File: src/rtl/uart_rx_fifo_ng.sv
// uart_rx_fifo_ng: oversampled UART receiver with majority voting feeding a FWFT receive FIFO.
// Ports: PCLK/PRESETn clock and async active-low reset; rx_tick oversample enable; RX serial line;
// rx_enable, frame_length, stop_bit, parity frame configuration; rx_data_out, rx_parity_err,
// rx_frame_err, rx_break FIFO head entry; rx_valid/rx_ready pop handshake; rx_overrun drop pulse;
// rx_fifo_level occupancy; rx_busy receiver active; rx_timeout character timeout.
// Optional feature: define RX_TIMEOUT_EN to build the character timeout, otherwise rx_timeout is 0.
module uart_rx_fifo_ng #(
  parameter int MAX_DATA_WIDTH = 9,
  parameter int OVERSAMPLE = 16,
  parameter int FIFO_DEPTH = 8,
  parameter int SYNC_STAGES = 2
) (
  input  logic PCLK,
  input  logic PRESETn,
  input  logic rx_tick,
  input  logic RX,
  input  logic rx_enable,
  input  logic [3:0] frame_length,
  input  logic stop_bit,
  input  logic [1:0] parity,
  output logic [MAX_DATA_WIDTH-1:0] rx_data_out,
  output logic rx_parity_err,
  output logic rx_frame_err,
  output logic rx_break,
  output logic rx_valid,
  input  logic rx_ready,
  output logic rx_overrun,
  output logic [$clog2(FIFO_DEPTH+1)-1:0] rx_fifo_level,
  output logic rx_busy,
  output logic rx_timeout
);
  localparam int CW = $clog2(OVERSAMPLE);
  localparam int AW = $clog2(FIFO_DEPTH);
  localparam int LW = $clog2(FIFO_DEPTH+1);
  localparam int EW = MAX_DATA_WIDTH + 3;
  localparam logic [CW-1:0] S0 = CW'(OVERSAMPLE/2-1);
  localparam logic [CW-1:0] S1 = CW'(OVERSAMPLE/2);
  localparam logic [CW-1:0] S2 = CW'(OVERSAMPLE/2+1);
  localparam logic [CW-1:0] SL = CW'(OVERSAMPLE-1);
  typedef enum logic [2:0] {IDLE, START, DATA, PARITY, STOP1, STOP2, PUSH, WAIT_HIGH} state_t;
  state_t state;
  logic [SYNC_STAGES-1:0] sync;
  logic rxs, rxs_d, start, s0, s1, maj, mid;
  logic [CW-1:0] cnt;
  logic [3:0] flen_c, flen, bitcnt;
  logic sb, pen, peven, pbit, perr, ferr, brk;
  logic [MAX_DATA_WIDTH-1:0] data;
  assign rxs = sync[SYNC_STAGES-1];
  assign start = rx_enable && state == IDLE && rxs_d && !rxs;
  assign maj = (s0 & s1) | (s0 & rxs) | (s1 & rxs);
  assign mid = rx_tick && cnt == S2;
  assign flen_c = frame_length < 4'd5 ? 4'd5 : frame_length > 4'(MAX_DATA_WIDTH) ? 4'(MAX_DATA_WIDTH) : frame_length;
  assign rx_busy = state != IDLE;
  always_ff @(posedge PCLK or negedge PRESETn)
    if (!PRESETn) begin
      sync <= '1;
      rxs_d <= 1'b1;
    end else begin
      sync <= SYNC_STAGES'({sync, RX});
      rxs_d <= rxs;
    end
  // The tick counter is cleared on the start edge, so its wrap marks every later bit boundary.
  always_ff @(posedge PCLK or negedge PRESETn)
    if (!PRESETn) begin
      state <= IDLE;
      cnt <= '0;
      s0 <= 1'b1;
      s1 <= 1'b1;
      flen <= 4'd8;
      bitcnt <= '0;
      {sb, pen, peven, pbit, perr, ferr, brk} <= '0;
      data <= '0;
    end else if (!rx_enable) begin
      state <= IDLE;
    end else if (start) begin
      state <= START;
      cnt <= '0;
      flen <= flen_c;
      {sb, pen, peven} <= {stop_bit, parity};
      bitcnt <= '0;
      {pbit, perr, ferr, brk} <= '0;
      data <= '0;
    end else begin
      if (rx_tick) begin
        cnt <= cnt == SL ? '0 : cnt + 1'b1;
        if (cnt == S0) s0 <= rxs;
        if (cnt == S1) s1 <= rxs;
      end
      case (state)
        START: if (mid) state <= maj ? IDLE : DATA;
        DATA: if (mid) begin
          data[bitcnt] <= maj;
          bitcnt <= bitcnt + 1'b1;
          if (bitcnt == flen - 1'b1) state <= pen ? PARITY : STOP1;
        end
        PARITY: if (mid) begin
          pbit <= maj;
          perr <= maj != (^data ^ ~peven);
          state <= STOP1;
        end
        STOP1: if (mid) begin
          ferr <= !maj;
          brk <= !maj && data == '0 && !(pen && pbit);
          state <= sb ? STOP2 : PUSH;
        end
        STOP2: if (mid) begin
          if (!maj) ferr <= 1'b1;
          state <= PUSH;
        end
        PUSH: state <= ferr ? WAIT_HIGH : IDLE;
        WAIT_HIGH: if (rxs) state <= IDLE;
        default: ;
      endcase
    end
  logic [EW-1:0] mem [FIFO_DEPTH];
  logic [EW-1:0] entry, head;
  logic [AW-1:0] wptr, rptr, rptr_n;
  logic [LW-1:0] count, count_n;
  logic push, pop, full, wr;
  assign entry = {brk, ferr, perr, data};
  assign push = state == PUSH;
  assign pop = rx_valid && rx_ready;
  assign full = count == LW'(FIFO_DEPTH);
  assign wr = push && (!full || pop);
  assign rptr_n = rptr + AW'(pop);
  assign count_n = count + LW'(wr) - LW'(pop);
  assign {rx_break, rx_frame_err, rx_parity_err, rx_data_out} = head;
  assign rx_fifo_level = count;
  always_ff @(posedge PCLK)
    if (wr) mem[wptr] <= entry;
  // The head register bypasses the array when the entry being written becomes the new head.
  always_ff @(posedge PCLK or negedge PRESETn)
    if (!PRESETn) begin
      wptr <= '0;
      rptr <= '0;
      count <= '0;
      rx_valid <= 1'b0;
      rx_overrun <= 1'b0;
      head <= '0;
    end else begin
      wptr <= wptr + AW'(wr);
      rptr <= rptr_n;
      count <= count_n;
      rx_valid <= count_n != '0;
      rx_overrun <= push && full && !pop;
      head <= count_n == '0 ? '0 : (wr && wptr == rptr_n) ? entry : mem[rptr_n];
    end
`ifdef RX_TIMEOUT_EN
  logic [CW-1:0] to_tick;
  logic [7:0] to_bits, to_lim;
  assign to_lim = 8'(4 * (2 + int'(flen_c) + int'(parity[1]) + int'(stop_bit)));
  always_ff @(posedge PCLK or negedge PRESETn)
    if (!PRESETn) begin
      to_tick <= '0;
      to_bits <= '0;
      rx_timeout <= 1'b0;
    end else if (pop || start || !rx_enable) begin
      to_tick <= '0;
      to_bits <= '0;
      rx_timeout <= 1'b0;
    end else if (rx_tick && count != '0 && state == IDLE && !rx_timeout) begin
      to_tick <= to_tick == SL ? '0 : to_tick + 1'b1;
      if (to_tick == SL) to_bits <= to_bits + 1'b1;
      if (to_tick == SL && to_bits + 1'b1 >= to_lim) rx_timeout <= 1'b1;
    end
`else
  assign rx_timeout = 1'b0;
`endif
endmodule

File: config.mk
export PLATFORM = sky130hd
export DESIGN_NAME = uart_rx_fifo_ng
export DESIGN_NICKNAME = d
export VERILOG_FILES = /design/src/rtl/uart_rx_fifo_ng.sv
export SDC_FILE = /design/constraint.sdc
export NUM_CORES = 1
export LEC_CHECK = 0
export BUFFER_PORTS_ARGS = -buffer_cell sky130_fd_sc_hd__buf_2
export CAP_MARGIN = 20
export CORE_MARGIN = 3
export CORE_UTILIZATION = 61
export DETAILED_ROUTE_END_ITERATION = 10
export MAX_ROUTING_LAYER = met4
export PLACE_DENSITY = 0.79
export SYNTH_ARGS = -nofsm -noshare
export SYNTH_HDL_FRONTEND = slang
export SYNTH_SLANG_ARGS = --single-unit
File: constraint.sdc
create_clock -name PCLK -period 3.5 [get_ports PCLK]
set_clock_uncertainty 0.2 [all_clocks]
set_input_delay 0.525 -clock PCLK [delete_from_list [all_inputs] [get_ports PCLK]]
set_output_delay 0.525 -clock PCLK [all_outputs]
set_load 0.02 [all_outputs]
# --- Word-level counts from Yosys, hierarchy flattened ---
# Memory sizes are Yosys's and may differ from the RTL's.
# Index checks and enable logic that the tools add are counted.
# Widths: inputs -> output; s select.
word_totals:
  ram_bits: 96
  output_inout_bits: 20
  memories: 1
  ff_bits: 60
  in_bits: 13
  wordCells: 154
op_classes:
  n_bitwise: 8
  mux: 46
  magnitude_cmp: 4
  n_reduce_logical: 40
  add_sub_neg: 7
  eq_ne: 26
memory_table:
  columns: ["memory", "words", "width", "rd", "rd_ports_with_merged_regs", "wr", "line", "source"]
  rows:
  - ["mem", 8, 12, 1, 0, 1, "115", "logic [EW-1:0] mem [FIFO_DEPTH];"]
op_table:
  columns: ["op", "count"]
  rows:
  - ["$mux 3", 11]
  - ["$mux 4", 8]
  - ["$ne 4x4->1 const B", 7]
  - ["$mux 9", 3]
  - ["$mux 12", 2]
  - ["$pmux 3 s7", 1]
  - ["$eq 4x4->1 const B", 4]
  - ["$mux 1", 16]
  - ["$logic_and 1x1->1", 13]
  - ["$eq 3x3->1 const B", 4]
  - ["$reduce_bool 2->1", 5]
  - ["$bwmux 9", 1]
  - ["$logic_not 9->1", 1]
  - ["$ne 3x3->1 const B", 3]
  - ["$ne 9x1->1 const B", 1]
  - ["$reduce_and 3->1", 3]
  - ["$reduce_xor 9->1", 1]
  - ["$add 4x1->4 const B", 2]
  - ["$reduce_and 4->1", 2]
  - ["$reduce_and 8->1", 1]
  - ["$add 3x1->3", 2]
  - ["$eq 3x2->1 const B", 2]
  - ["$reduce_bool 3->1", 2]
  - ["$logic_not 1->1", 5]
  - ["25 further kinds", 31]

# --- Depth between registers and ports, before layout ---
# Gate-level depths: netlist of run 1.
depth:
  depth_word: 9
  depth_mapped: 11
  ltp_nobuf: 10

# --- Worst setup path after synthesis of run 1 ---
# Ideal clock, no wire load.
synth_path:
  kind: "reg2reg"
  from: "reg count[2] (netlist: rx_fifo_level[2])"
  to: "reg head[10]"
  setup_ps: 132
  period_less_slack_ps: 3007
  path_buffers: 1
  t_arrival_ps: 2675
  path_stages_with_launch: 12
  slack_ps: 493
  required_ps: 3168
  path_cell_list: "dfrtp_1 > inv_1 > ha_1 > a31o_2 > o21ai_0 > ha_1 > inv_1 > fa_1 > inv_1 > nor4_1 > clkbuf_1 > nor2_1"
synth_via:
  elab_chain_len: 8
  word_cells_on_any_way: 10
  cone_classes: "2 x add/sub; 1 x eq/ne; 2 x mux; 5 x reduce/logical"
synth_rtl:
  columns: ["item", "line", "source"]
  rows:
  - ["from (decl)", "118", "logic [LW-1:0] count, count_n;"]
  - ["from (signal assigned)", "143", "count <= count_n;"]
  - ["$eq 4x4->1", "123", "assign full = count == LW'(FIFO_DEPTH);"]
  - ["$logic_not 1->1", "124", "assign wr = push && (!full || pop);"]
  - ["$logic_or 1x1->1", "124", null]
  - ["$logic_and 1x1->1", "124", null]
  - ["$add 4x1->4", "126", "assign count_n = count + LW'(wr) - LW'(pop);"]
  - ["$sub 4x1->4", "126", null]
  - ["named net count_n[1]", "118", null]
  - ["$logic_not 4->1", "146", "head <= count_n == '0 ? '0 : (wr && wptr == rptr_n) ? entry : mem[rptr_n];"]
  - ["$mux 12", "146", null]
  - ["to (signal assigned)", "146", null]
  - ["to (decl)", "116", "logic [EW-1:0] entry, head;"]
# The timed path passes the listed nets, and every way through them passes these cells.
# A chain may end at the register's enable or synchronous reset.

# --- Final worst setup path of run 1 ---
layout_path:
  from: "reg state[1]"
  to: "reg head[2]"
layout_via:
  elab_chain_len: 6
  word_cells_on_any_way: 8
  cone_classes: "2 x add/sub; 1 x eq/ne; 2 x mux; 3 x reduce/logical"
layout_rtl:
  columns: ["item", "line", "source"]
  rows:
  - ["from (decl)", "41", "state_t state;"]
  - ["from (signal assigned)", "90", "START: if (mid) state <= maj ? IDLE : DATA;"]
  - ["from (signal assigned)", "94", "if (bitcnt == flen - 1'b1) state <= pen ? PARITY : STOP1;"]
  - ["from (signal assigned)", "104", "state <= sb ? STOP2 : PUSH;"]
  - ["$eq 3x3->1", "121", "assign push = state == PUSH;"]
  - ["$logic_and 1x1->1", "124", null]
  - ["$add 4x1->4", "126", null]
  - ["$sub 4x1->4", "126", null]
  - ["named net count_n[1]", "118", null]
  - ["$logic_not 4->1", "146", null]
  - ["$mux 12", "146", null]
# The timed path passes the listed nets, and every way through them passes these cells.

==> results.sh, run 1 <==
export IMPL_die_h_um=112
export IMPL_postRouteAntennaNets=0
export IMPL_antenna_cells=0
export IMPL_p_leak_nw=2.93
export IMPL_worst_skew_pair_late_latency_ps=420
export IMPL_synth_edf_count=96
export IMPL_drt_total_wl_um=13700
export IMPL_worst_pin_slew_ps=878
export IMPL_async_flop_share=0.385
export IMPL_min_period_ps=3110
export IMPL_grt_use_total=0.245
export IMPL_cts_htree_levels=4
export IMPL_critPathKind="reg2reg"
export IMPL_ys_types=53
export IMPL_register_area_um2=4390
export IMPL_slew_headroom=0.415
export IMPL_syn_num_nets=511
export IMPL_slew_violations=0
export IMPL_critPathArrivalTime_ps=3190
export IMPL_cp_required_ps=3580
export IMPL_crit_path_max_fanout=13
export IMPL_cts_tree="done"
export IMPL_outcome="finished, final reports clean"
export IMPL_period_share=0.888
export IMPL_fmax_mhz=322
export IMPL_dieArea_um2=12600
export IMPL_irDropWorstVdd_mv=0.538
export IMPL_grt_pass1_wl_um=22500
export IMPL_grt_busiest_layer="met2"
export IMPL_port_buffers=31
export IMPL_grtUsageMet1=0.312
export IMPL_syn_inst=477
export IMPL_start_util=0.630
export IMPL_worstSetupStartpointType="register"
export IMPL_viasPerCell=6.13
export IMPL_cap_violations=0
export IMPL_cts_sinks=156
export IMPL_io_pins=33
export IMPL_layout_drive_gt1_share=0.243
export IMPL_overflow=0
export IMPL_seq_area_frac_synth=0.638
export IMPL_power_density_nw_per_um2=833
export IMPL_place_congestion=0.791
export IMPL_initialDrtViolationCount=364
export IMPL_fp_row_count=38
export IMPL_holdWs_ps=19.0
export IMPL_avgSynthCellArea_um2=14.4
export IMPL_place_detailed_hpwl_um=8660
export IMPL_fin_nets=552
export IMPL_cts_buffers=17
export IMPL_wl_per_cell_um=20.5
export IMPL_grtUsageMet2=0.392
export IMPL_hold_viol_final=0
export IMPL_synth_seq_cells=156
export IMPL_area_growth_syn_to_layout_pct=13.8
export IMPL_timing_setup_tns_ps=0
export IMPL_n_fill_cell=707
export IMPL_grt_use_met3=0.0647
export IMPL_multi_input_comb_area_um2=2300
export IMPL_die_x_um=112
export IMPL_path_clk_slew_ps=60
export IMPL_setup_viol=0
export IMPL_yosys_warnings=0
export IMPL_hold_class="in2async"
export IMPL_antenna_found_initial=0
export IMPL_rsz0062_at_grt="false"
export IMPL_vias=4112
export IMPL_drc=0
export IMPL_cts_setup_buffers=0
export IMPL_cts_buffer_depth=2
export IMPL_fin_util=0.717
export IMPL_drt_first_pass_iters=5
export IMPL_grt_max_degree=38
export IMPL_cts_root_buf="clkbuf_16"
export IMPL_grt_pass1_vias=4173
export IMPL_synth_main_ff_cell="edfxtp_1"
export IMPL_critPathCaptureType="register"
export IMPL_synth_cell_area_um2=6890
export IMPL_coreArea_um2=10900
## path summary, 6_finish.rpt
check	startpoint	end	slack [ps]	cells after the start
max	state[1]	head[2]	390	10
min	PRESETn	cnt[1]	20	1
max reg2reg	state[1]	head[2]	390	10
min reg2reg	sync[0]	sync[1]	160	0
max in group asynchronous	PRESETn	flen[3]	2190	2
min in group PCLK	parity[1]	pen	90	3
## layout by cell type, fill, tap and decap left out, drive strengths merged, types with 2 or more instances in the layout
cell type,netlist,final
nor3,4,4
or4,6,6
dfstp,6,6
a21o,4,4
xor2,9,9
nand2b,4,4
xnor2,11,11
mux4,25,25
nor4b,2,2
nand2,40,40
clkbuf,13,17
nor2,12,12
and4b,2,2
o31ai,6,6
nor2b,11,11
a21oi,18,18
mux2,7,7
clkinv,0,7
clkinvlp,0,3
o211ai,2,2
nand4,4,4
edfxtp,96,96
inv,26,30
nor4,6,6
a31oi,2,2
or3,5,5
a211oi,18,18
nand3,8,8
nand3b,2,2
buf,14,48
dfrtp,54,54
ha,20,20
mux2i,7,7
nor3b,2,2
o22ai,2,2
o21ai,18,18
## cells by family after synthesis
| logic type | count (synthesis) | synth area share |
|---|---|---|
| flip-flops | 156 | 0.638 |
| AO/OA/AOI/OAI | 76 | 0.0705 |
| buffers and inverters | 53 | 0.0349 |
| adder cells (fa/ha/maj) | 21 | 0.0392 |
| other | 1 | 0.000544 |
| multiplexers | 39 | 0.103 |
| AND/OR/NAND/NOR | 111 | 0.0885 |
| XOR/XNOR | 20 | 0.0254 |
## what timing repair did
item | 4_1_cts | 5_1_grt
gates resized for setup | 0 | 0
endpoints found under the hold margin | 1 | 0
hold buffers | 1 | 0
## sequential cells by signal, indices dropped and copies added, names as in the netlist, 2 cells and up
signal         flops
sync               2
bitcnt             4
rx_fifo_level      4
state              3
wptr               3
rptr               3
mem               96
flen               4
data               9
head              12
cnt                4
## power breakdown
part / leakage (nW) / switching [mW] / internal (mW) / total, mW
Clock: 0.270 / 0.758 / 0.989 / 1.75
Sequential: 1.60 / 0.265 / 2.23 / 2.49
Combinational: 1.07 / 1.24 / 1.05 / 2.29
## per-stage QoR
step	worst slack, ps	instance area [um2]	power, mW	cells
after floorplan	493	6890	4.18	477
after global placement	501	7260	4.70	638
after detailed placement	413	7260	4.81	638
after CTS	399	7840	6.58	671
after global routing	213	7840	6.92	671
final	390	7840	6.53	671
## synthesized netlist by cell type (3+ instances only)
master	count	area (um2)
xnor2_1	11	96.3
clkbuf_1	13	48.8
ha_1	20	250
or4_1	6	45.0
edfxtp_1	96	2880
a211oi_1	18	135
inv_1	25	93.8
a21o_1	4	30.0
nor4_1	4	25.0
nand3_1	8	40.0
nand2_1	40	150
buf_4	5	37.5
nor2_1	12	45.0
nor2b_1	11	68.8
o31ai_1	6	45.0
o21ai_0	17	85.1
nand4_1	4	25.0
nand2b_1	4	25.0
dfstp_2	6	158
mux2i_1	7	70.1
mux4_2	25	563
buf_2	6	30.0
dfrtp_1	54	1350
xor2_1	9	78.8
mux2_2	7	78.8
nor3_1	3	15.0
a21oi_1	18	90.1
or3_1	5	31.3
## metal layers
metal	routed length, um	vias up	part of all wire
li1	-	1872	-
met1	5600	2065	0.41
met2	7130	151	0.52
met3	746	24	0.054
met4	252	0	0.018
met5	0	-	0
## worst max-delay path, cell delays in order (launching register included)
cell	delay, ps
dfrtp_1	600
nand3b_1	240
a31o_2	350
o21ai_0	180
ha_1	190
inv_1	50
fa_1	470
inv_1	60
nor4_2	250
buf_4	270
a211oi_1	90
## final cells by class
type	count	share of cell area
flip-flops and latches	156	0.560
clock inverters	15	0.0182
inverters	26	0.0125
multi-input cells	268	0.293
clock buffers	17	0.0543
well taps	140	0.0223
repair buffers	49	0.0390
(Power assumes the default switching activity.)
==> run 2, diff against run 1 <==
--- a/config.mk
+++ b/config.mk
@@ -10,6 +10,7 @@
 export CORE_MARGIN = 3
 export CORE_UTILIZATION = 61
 export DETAILED_ROUTE_END_ITERATION = 10
+export GPL_TIMING_DRIVEN = 0
 export MAX_ROUTING_LAYER = met4
 export PLACE_DENSITY = 0.79
 export SYNTH_ARGS = -nofsm -noshare
==> run 2 against run 1 <==
Net effect: clock-buffer cell count grew 3; setup slack lost 220 ps; worst hold slack gained 77 ps; cell area rose by 2.1%; sequential power fell by 3%; clock power increased by 3%; non-clock buffer count increased by 21; critical path depth is 1 higher; fmax shrank 6.5%; global-route usage grew 1.0 points; total power rose by 2.6%.
==> results.sh, run 2 (synthesis gave the netlist of run 1 again) <==
export IMPL_max_flop_register="mem"
export IMPL_port_buffers=30
export IMPL_initialDrtViolationCount=351
export IMPL_largestRegisters="mem x96, head x12, data x9"
export IMPL_path_clk_slew_ps=60
export IMPL_total_power_mw=6.70
export IMPL_start_util=0.630
export IMPL_power_density_nw_per_um2=838
export IMPL_postRouteAntennaNets=0
export IMPL_largest_reg_flops=96
export IMPL_vias=4279
export IMPL_drt_first_pass_iters=5
export IMPL_fin_util=0.732
export IMPL_min_period_ps=3330
export IMPL_mostFrequentLayoutCell="edfxtp_1"
export IMPL_drc=0
export IMPL_instances_no_fill=692
export IMPL_worst_pin_slew_ps=1020
export IMPL_placed_cells=658
export IMPL_crit_path_max_fanout=10
export IMPL_cts_buffers=17
export IMPL_p_leak_nw=2.99
export IMPL_wl_per_cell_um=21.0
export IMPL_irDropWorstVdd_mv=0.616
export IMPL_hold_viol_final=0
export IMPL_cts_sinks=156
export IMPL_dieArea_um2=12600
export IMPL_grt_use_total=0.255
export IMPL_overflow=0
export IMPL_hold_class="in2reg"
export IMPL_coreArea_um2=10900
export IMPL_viasPerCell=6.18
export IMPL_fin_nets=573
export IMPL_critPathArrivalTime_ps=3410
export IMPL_place_detailed_hpwl_um=9900
export IMPL_worstSetupStartpointType="register"
export IMPL_cp_required_ps=3580
export IMPL_cts_tree="done"
export IMPL_cts_buffer_depth=2
export IMPL_cap_violations=0
export IMPL_grt_pass1_vias=4428
export IMPL_antenna_cells=0
export IMPL_layout_drive_gt1_share=0.243
export IMPL_die_x_um=112
export IMPL_die_h_um=112
export IMPL_place_congestion=0.851
export IMPL_area_growth_syn_to_layout_pct=16.1
export IMPL_layout_common_cells="edfxtp_1, dfrtp_1, nand2_1"
export IMPL_rsz0062_at_grt="false"
export IMPL_outcome="finished, final reports clean"
export IMPL_fp_row_count=38
export IMPL_worst_skew_pair_late_latency_ps=420
export IMPL_io_pins=33
export IMPL_grt_pass1_wl_um=23500
export IMPL_setup_viol=0
export IMPL_cts_root_buf="clkbuf_16"
export IMPL_antenna_found_initial=0
export IMPL_cts_htree_levels=4
export IMPL_critPathCaptureType="register"
export IMPL_grt_max_degree=41
export IMPL_cts_setup_buffers=0
export IMPL_slew_headroom=0.317
export IMPL_period_share=0.950
export IMPL_fmax_mhz=301
export IMPL_drt_total_wl_um=14500
export IMPL_critPathKind="reg2reg"
export IMPL_slew_violations=0
==> run 2: cell count changes in the layout (fill, tap and decap cells not counted), sizes merged, moves of 2 or more <==
cell / change
clkinv: -4
clkbuf: +15
inv: -4
clkinvlp: +3
buf: +8
bufinv: +2
==> run 2: worst paths after layout <==
check,startpoint,end,cells after the start,slack (ps)
min in group asynchronous,PRESETn,cnt[1],2,430
worst min register to register,sync[0],sync[1],0,160
worst max-delay path,state[0],head[3],11,170
worst max register to register,state[0],head[3],11,170
worst min-delay path,parity[0],peven,3,100
max in group asynchronous,PRESETn,flen[3],3,2020
==> run 2: area by class of cell <==
type	instances	area [um2]
fillers	711	2940
multi-input cells	268	2310
plain buffers	27	146
clock inverters	12	148
repair buffers	43	295
flip-flops and latches	156	4390
clock buffers	20	437
well taps	140	175
inverters	26	97.6
==> run 2: power by group <==
part / internal (mW) / switching (mW)
sequential: 2.23 / 0.185
clock: 1.11 / 0.701
combinational: 1.06 / 1.41
total: 4.41 / 2.29
==> run 2: stage by stage <==
stage | setup slack [ps] | hold slack [ps] | area [um2] | TNS, ps
after floorplan | 493 | 29.4 | 6890 | 0
after global placement | -919 | 147 | 7210 | -36930
after detailed placement | -535 | 149 | 7380 | -5080
after CTS | 71.8 | 86.0 | 8000 | 0
after global routing | 19.9 | 99.4 | 8000 | 0
final | 174 | 96.0 | 8000 | 0
==> run 2: layer usage <==
metal  vias to the layer above  global-route usage  part of all wire
met5                         -                   -                 0
met4                         0              0.0946             0.026
li1                       1911                   -                 -
met2                       168               0.406              0.51
met3                        35              0.0652             0.067
met1                      2165               0.321              0.40
==> run 2: critical path: stages, from the launching register on <==
cell,delay (ps)
dfrtp_1,350
buf_4,170
nand3b_1,270
a31o_2,340
o21ai_0,200
ha_1,210
inv_1,60
fa_1,480
inv_1,80
nor4_4,440
buf_4,300
a211oi_1,80
==> run 2: repair_timing <==
| item | in CTS | in global routing |
|---|---|---|
| hold buffers | 2 | 0 |
| endpoints found under the setup margin | 11 | 10 |
| hold endpoints to repair | 17 | 0 |
| resized for setup | 3 | 3 |
==> run 3, diff against run 2 <==
==> constraint.sdc (replaced) <==
create_clock -name PCLK -period 3.8 [get_ports PCLK]
set_clock_uncertainty 0.2 [all_clocks]
set_input_delay 0.57 -clock PCLK [delete_from_list [all_inputs] [get_ports PCLK]]
set_output_delay 0.57 -clock PCLK [all_outputs]
set_load 0.02 [all_outputs]
==> run 3 against run 2 <==
Net effect: global-route usage about the same; via count up 0.51%; critical endpoint unchanged; non-clock buffer count down 1.
==> results.sh, run 3 (synthesis gave the netlist of run 1 again) <==
export IMPL_die_h_um=112
export IMPL_wl_per_cell_um=21.0
export IMPL_grt_pass1_wl_um=23500
export IMPL_cts_sinks=156
export IMPL_wl_met2_um=7430
export IMPL_largest_reg_flops=96
export IMPL_critPathArrivalTime_ps=3570
export IMPL_hold_class="in2reg"
export IMPL_layout_drive_gt1_share=0.243
export IMPL_cts_root_buf="clkbuf_16"
export IMPL_area_growth_syn_to_layout_pct=16.0
export IMPL_critPathKind="reg2reg"
export IMPL_grt_max_degree=41
export IMPL_critPathCaptureType="register"
export IMPL_cp_required_ps=3880
export IMPL_power_density_nw_per_um2=773
export IMPL_irDropWorstVdd_mv=0.586
export IMPL_slew_violations=0
export IMPL_cts_buffer_depth=2
export IMPL_antenna_found_initial=0
export IMPL_place_congestion=0.851
export IMPL_fp_row_count=38
export IMPL_start_util=0.630
export IMPL_antenna_cells=0
export IMPL_mostFrequentLayoutCell="edfxtp_1"
export IMPL_placed_cells=658
export IMPL_fmax_mhz=286
export IMPL_cts_htree_levels=4
export IMPL_postRouteAntennaNets=0
export IMPL_slew_headroom=0.298
export IMPL_grt_pass1_vias=4409
export IMPL_viasPerCell=6.22
export IMPL_place_detailed_hpwl_um=9900
export IMPL_largestRegisters="mem x96, head x12, data x9"
export IMPL_wl_met3_um=1020
export IMPL_routed_top_layer="met4"
export IMPL_cts_tree="done"
export IMPL_instances_no_fill=691
export IMPL_io_pins=33
export IMPL_hold_viol_final=0
export IMPL_path_clk_slew_ps=60
export IMPL_drt_total_wl_um=14500
export IMPL_setup_viol=0
export IMPL_pre_cts_slack_ps=-235
export IMPL_worstSetupStartpointType="register"
export IMPL_drt_first_pass_iters=5
export IMPL_min_period_ps=3490
export IMPL_layout_common_cells="edfxtp_1, dfrtp_1, nand2_1"
export IMPL_met1_length_um=5700
export IMPL_initialDrtViolationCount=324
export IMPL_max_flop_register="mem"
export IMPL_outcome="finished, final reports clean"
export IMPL_overflow=0
export IMPL_drc=0
export IMPL_worst_pin_slew_ps=1050
export IMPL_cts_buffers=17
export IMPL_dieArea_um2=12600
export IMPL_crit_path_max_fanout=10
export IMPL_cap_violations=0
export IMPL_holdWs_ps=51.5
export IMPL_grt_use_total=0.255
export IMPL_port_buffers=30
export IMPL_fin_nets=572
export IMPL_place_area_um2=7380
export IMPL_fin_ws_ps=308
export IMPL_vias=4301
export IMPL_multi_input_comb_area_um2=2310
export IMPL_die_x_um=112
export IMPL_rsz0062_at_grt="false"
export IMPL_period_share=0.919
export IMPL_total_power_mw=6.17
export IMPL_n_fill_cell=712
export IMPL_p_leak_nw=2.99
export IMPL_coreArea_um2=10900
export IMPL_register_area_um2=4390
export IMPL_worst_skew_pair_late_latency_ps=420
export IMPL_design_area_um2=7990
run 3: cell count changes in the layout (fill, tap and decap cells not counted):
cell	delta
clkbuf_2	+1
dlygate4sd3_1	-1
buf_4	-1
run 3: critical path: stages (launching register included):
cell and delay, ps:
dfrtp_1 350, buf_4 180, nand3b_1 270, a31o_2 340
o21ai_0 200, ha_1 210, inv_1 60, fa_1 480
inv_1 80, nor4_4 470, clkbuf_2 420, a211oi_1 110
run 3: worst paths after layout:
path | startpoint | endpoint | slack [ps] | cells after the start
max in group asynchronous | PRESETn | flen[3] | 2280 | 3
hold / removal | RX | sync[0] | 50 | 1
setup reg to reg | state[0] | head[3] | 310 | 11
hold reg to reg | sync[0] | sync[1] | 160 | 0
min in group asynchronous | PRESETn | cnt[1] | 480 | 2
setup / recovery | state[0] | head[3] | 310 | 11
run 3: power breakdown:
group / internal, mW / switching, mW / total (mW) / leakage, nW
Combinational: 0.973 / 1.30 / 2.28 / 1.12
Sequential: 2.06 / 0.170 / 2.23 / 1.60
Clock: 1.03 / 0.645 / 1.67 / 0.263
run 3: stage by stage:
step                      setup TNS, ps   util
final                                 0  0.730
after global routing                  0  0.730
after CTS                             0  0.730
after detailed placement          -2080  0.675
after global placement           -16750  0.660
after floorplan                       0      -
run 3: layout make-up:
cell class	instances	area share
tap	140	0.0219
buffer	27	0.0180
sequential	156	0.550
inverter	26	0.0122
timing repair buffer	42	0.0357
clock buffer	20	0.0547
multi-input combinational	268	0.289
clock inverter	12	0.0185
run 3: timing repair:
action / 4_1_cts / 5_1_grt
hold endpoints to repair: 16 / 0
hold buffers: 1 / 0
buffers inserted: 0 / 0
pin swaps: 0 / 0
endpoints found under the setup margin: 10 / 10
resized for setup: 2 / 1
run 3: routing by layer:
layer / GRT usage / vias up
met1: 0.321 / 2171
met2: 0.407 / 187
met3: 0.0642 / 34
li1: - / 1909
met5: - / -
met4: 0.0946 / 0
